==> src/rtl/haz_pkg.sv <==
// haz_pkg: shared forward-select, Tuse and Tnew encodings for the D-stage hazard unit.
package haz_pkg;
    localparam logic [1:0] FWD_RF = 2'd0, FWD_E = 2'd1, FWD_M = 2'd2, FWD_W = 2'd3;
    localparam logic [1:0] TUSE_BR = 2'd0, TUSE_ALU = 2'd1, TUSE_ST = 2'd2;
    localparam logic [1:0] TNEW_PC8 = 2'd0, TNEW_ALU = 2'd1, TNEW_LD = 2'd2;
    function automatic int max_int(input int a, input int b);
        return a > b ? a : b;
    endfunction
endpackage

==> src/rtl/hazard_md_timer.sv <==
// hazard_md_timer: HI/LO occupancy counter, loaded on mult/div issue and counted down to idle.
module hazard_md_timer
    import haz_pkg::*;
#(
    parameter int MUL_LAT = 5,
    parameter int DIV_LAT = 10
) (
    input  logic clk,
    input  logic reset,
    input  logic start,
    input  logic div,
    output logic busy
);
    localparam int CW = $clog2(max_int(MUL_LAT, DIV_LAT) + 1);
    logic [CW-1:0] cnt;
    always_ff @(posedge clk or posedge reset)
        if (reset) cnt <= '0;
        else if (start) cnt <= div ? CW'(DIV_LAT) : CW'(MUL_LAT);
        else if (cnt != '0) cnt <= cnt - 1'b1;
    assign busy = cnt != '0;
endmodule

==> src/rtl/hazard_scoreboard.sv <==
// hazard_scoreboard: per-register Tnew/age scoreboard producing D-stage stall and forward selects.
// Define HAZ_MD_EN to add the mult/div HI/LO busy interlock.
module hazard_scoreboard
    import haz_pkg::*;
#(
    parameter int NREG       = 32,
    parameter int TW         = 2,
    parameter int DEPTH      = 3,
    parameter int MD_MUL_LAT = 5,
    parameter int MD_DIV_LAT = 10,
    localparam int AW        = $clog2(NREG)
) (
    input  logic          clk,
    input  logic          reset,
    input  logic          d_valid,
    input  logic [AW-1:0] d_rs,
    input  logic [AW-1:0] d_rt,
    input  logic          d_rs_use,
    input  logic          d_rt_use,
    input  logic [TW-1:0] d_rs_tuse,
    input  logic [TW-1:0] d_rt_tuse,
    input  logic          d_wr_en,
    input  logic [AW-1:0] d_wr_addr,
    input  logic [TW-1:0] d_wr_tnew,
    input  logic          d_md_start,
    input  logic          d_md_div,
    input  logic          d_md_use,
    output logic          stall,
    output logic [1:0]    fwd_rs_sel,
    output logic [1:0]    fwd_rt_sel,
    output logic          md_busy
);
    if (DEPTH < 1 || DEPTH > 3) begin : g_bad_depth
        $error("hazard_scoreboard: DEPTH must be 1..3 to fit the 2-bit age field");
    end
    logic [NREG-1:0]         pend_v;
    logic [NREG-1:0][TW-1:0] cnt_v;
    logic [NREG-1:0][1:0]    age_v;
    logic issue, rs_haz, rt_haz, md_haz;
    assign issue = d_valid & ~stall;
    assign pend_v[0] = 1'b0;
    assign cnt_v[0]  = '0;
    assign age_v[0]  = '0;
    genvar r;
    for (r = 1; r < NREG; r++) begin : g_ent
        logic          p, ld;
        logic [TW-1:0] c;
        logic [1:0]    a;
        assign ld = issue & d_wr_en & (d_wr_addr == AW'(r));
        // a fresh load always beats aging so the youngest producer owns the entry
        always_ff @(posedge clk or posedge reset)
            if (reset) begin
                p <= 1'b0;
                c <= '0;
                a <= '0;
            end else if (ld) begin
                p <= 1'b1;
                c <= d_wr_tnew;
                a <= 2'd1;
            end else if (p && a == 2'(DEPTH)) begin
                p <= 1'b0;
                c <= '0;
                a <= '0;
            end else if (p) begin
                c <= c == '0 ? '0 : c - 1'b1;
                a <= a + 2'd1;
            end
        assign pend_v[r] = p;
        assign cnt_v[r]  = c;
        assign age_v[r]  = a;
    end
    assign rs_haz = d_rs_use & (d_rs != '0) & pend_v[d_rs] & (cnt_v[d_rs] > d_rs_tuse);
    assign rt_haz = d_rt_use & (d_rt != '0) & pend_v[d_rt] & (cnt_v[d_rt] > d_rt_tuse);
    assign stall = d_valid & (rs_haz | rt_haz | md_haz);
    assign fwd_rs_sel = pend_v[d_rs] ? age_v[d_rs] : FWD_RF;
    assign fwd_rt_sel = pend_v[d_rt] ? age_v[d_rt] : FWD_RF;
`ifdef HAZ_MD_EN
    hazard_md_timer #(.MUL_LAT(MD_MUL_LAT), .DIV_LAT(MD_DIV_LAT)) u_md (
        .clk(clk),
        .reset(reset),
        .start(issue & d_md_start),
        .div(d_md_div),
        .busy(md_busy)
    );
    assign md_haz = d_md_use & md_busy;
`else
    localparam int unused_md_lat = MD_MUL_LAT + MD_DIV_LAT;
    logic unused_md;
    assign unused_md = d_md_start ^ d_md_div ^ d_md_use;
    assign md_busy = 1'b0;
    assign md_haz  = 1'b0;
`endif
endmodule

==> config.mk <==
export PLATFORM = sky130hd
export DESIGN_NAME = hazard_scoreboard
export DESIGN_NICKNAME = d
export VERILOG_FILES = /design/src/rtl/haz_pkg.sv /design/src/rtl/hazard_md_timer.sv /design/src/rtl/hazard_scoreboard.sv
export SDC_FILE = /design/constraint.sdc
export NUM_CORES = 1
export LEC_CHECK = 0
export ABC_AREA = 1
export BUFFER_PORTS_ARGS = -buffer_cell sky130_fd_sc_hd__buf_2
export CAP_MARGIN = 20
export CORE_MARGIN = 8
export CORE_UTILIZATION = 50
export DETAILED_ROUTE_END_ITERATION = 6
export PLACE_DENSITY_LB_ADDON = 0.1
export SLEW_MARGIN = 20
export SYNTH_ARGS = -nofsm -noshare
export SYNTH_HDL_FRONTEND = slang
export SYNTH_SLANG_ARGS = --single-unit
==> constraint.sdc <==
create_clock -name clk -period 8.85 [get_ports clk]
set_clock_uncertainty 0.15 [all_clocks]
set_input_delay 1.3275 -clock clk [delete_from_list [all_inputs] [get_ports clk]]
set_output_delay 1.3275 -clock clk [all_outputs]
set_load 0.01 [all_outputs]
==> qor.csv <==
metric,value,unit
status,finished clean,
synthesis.nets,1629,
min_from,g_ent[5].c[1],
vias,11100,
clockRootBuffer,clkbuf_16,
wl_met2,16240,um
fmax,0.1550,GHz
clock_latency,0.45,ns
boundaryPins,36,
cp-end-kind,primary output,
setup_slack,2.398,ns
via_per_inst,6.002,
startpoint_type,input pin,
fin_setup_tns,0,ns
clk_path_buf_depth,2,
yosysTopAreaCell,dfrtp_1,
wl_met1,16260,um
startpoint,d_rt[1],
holdBufCountCts,0,
antenna_left,0,
antenna_found_initial,0,
period_share,72.91,%
drv_cap,0,
cp_data_arrival_time,4.97,ns
reg2reg_slack,4.51,ns
cts-htree-levels,4,
rows,55,
first_global_vias,10320,
worst-r2r-cell-count,17,
synth_cell_types,38,
dp_hpwl,24900,um
syn_inst,1564,
num-nets-final,1618,
period_needed,6.452,ns
wire_per_inst,19.98,um
highest_layer,met4,
layout_common_cells,"nand2_1, nand3_1, inv_1",
syn_area,11490,um^2
drtPass1Iterations,5,
setup_viol,0,
crit_type,in2out,
hold_viol,0,
cts.sinks,155,
r2r-start,g_ent[30].c[0],
cp.required,7.37,ns
cp_max_fo,27,
final_common_cell,nand2_1,
yosys_warnings,0,
drc,0,
wl_met3,3310,um
drive_gt1_share,12.52,%
crit_cells,16,
die_h,167.6,um
post_cts_buffers,0,
nFillCells,2201,
slew-limit-headroom,30.96,%
ys_ff_latch,155,
critPathMaxStageDelay,0.43,ns
grt-ovfl-total,0,
track_usage,26.76,%
vdd_drop_max,0.1181,mV
post_cts_resized,0,
synth_top_area_share,33.76,%
die_area,28080,um^2
critPathTopFamily,buffers and inverters,
tightest_slew,1.036,ns
slowest_stage,inv_2,
drt_iter0_drc,1338,
hold_depth,2,
cp_num_buf_inv,4,
area_growth,7.253,%
start_util,50.90,%
slew_viol_final,0,
rsz0062_at_grt,false,
cp_cell_sequence,buf_2 > inv_2 > nand2_4 > inv_2 > a22oi_1 > nand3_1 > o211ai_1 > o21ai_0 > o21ai_0 > ha_1 > nand2_1 > nand2_1 > a311oi_1 > nand3_4 > a21boi_0 > buf_2,
die_w,167.6,um
leakage,5.376,nW
antenna_cells,0,
wl,36970,um
avgSynthCellArea,7.346,um^2
place_congestion,0.9269,
cts_tree,built,
grt_pass1_wl,58710,um
cts_buffers,17,
preCtsSetupSlack,2.475,ns
hp-class,reg2reg,
grt_max_degree,95,
finalPower,2.980,mW
p_per_area,241.9,nW/um^2
coreArea,22570,um^2
ys_top_cells_by_area,"dfrtp_1, nand2_1, nand3_1, inv_1, nand4_4",
clk_pin_slew,0.07,ns
ys_seq_area_share,33.76,%
io_buffers,31,
## per-stage QoR
stage	utilization [%]	std cells	hold WS, ns	area, um^2
6_report	54.59	1850	0.3583	12320
5_1_grt	54.59	1850	0.3790	12320
4_1_cts	54.59	1850	0.3655	12320
3_5_place_dp	51.80	1819	0.3499	11690
3_3_place_gp	51.80	1819	0.3452	11690
2_1_floorplan	-	1564	0.3287	11490
## path summary, 6_finish.rpt
path / end
max reg2reg: g_ent[9].c[1]
min reg2reg: g_ent[5].c[1]
max: stall
min: g_ent[5].c[1]
min in group asynchronous: g_ent[23].a[1]
max in group asynchronous: g_ent[13].c[1]
## tightest hold or removal path, stage by stage (launching register included)
cell	delay [ns]
dfrtp_1	0.35
nand3_1	0.07
nand3_1	0.06
## registers in the layout, summed over array words and instances, names as in the netlist
| register | flops |
|---|---|
| g_ent.a | 62 |
| g_ent.c | 62 |
| g_ent.p | 31 |
## kinds of logic after synthesis
group,synth area share [%]
adders and majority gates,3.812
DFF,33.76
other,0.03264
buffers and inverters,10.12
and+or+nand+nor,35.44
AOI/OAI and AO/OA,16.84
## power breakdown
part           internal [mW]  total, mW  leakage, nW  switching, mW
logic                  0.362      0.964         3.06          0.602
registers              0.951       1.20         2.01          0.253
clock network          0.482      0.812        0.300          0.331
total                   1.80       2.98         5.38           1.19
## layer usage
metal,global-route usage [%],vias up
met3,6.419,82
met4,10.09,0
met1,36.34,5227
met5,0,-
li1,-,5273
met2,40.66,522
## Yosys cell counts, drive strengths merged
cell type,count
a21boi,1
a21oi,88
a221oi,3
a22oi,6
a311oi,1
a31oi,3
buf,37
clkbuf,34
clkinv,1
conb,1
dfrtp,155
ha,35
inv,205
nand2,343
nand3,192
nand4,33
nor2,103
nor3,59
nor3b,9
o2111ai,3
o211ai,78
o21ai,112
o221ai,15
o22ai,6
o311ai,1
o31ai,5
or2,35
## layout make-up
type | count | area (um^2) | share of cell area (%)
clock buffer | 19 | 442.9 | 3.595
clock inverter | 12 | 187.7 | 1.523
inverter | 206 | 778.2 | 6.316
multi-input combinational | 1132 | 6447 | 52.33
sequential | 155 | 3879 | 31.48
tap | 285 | 356.6 | 2.894
timing repair buffer | 41 | 230.2 | 1.868
No activity file was read; power rests on OpenSTA's default activity.
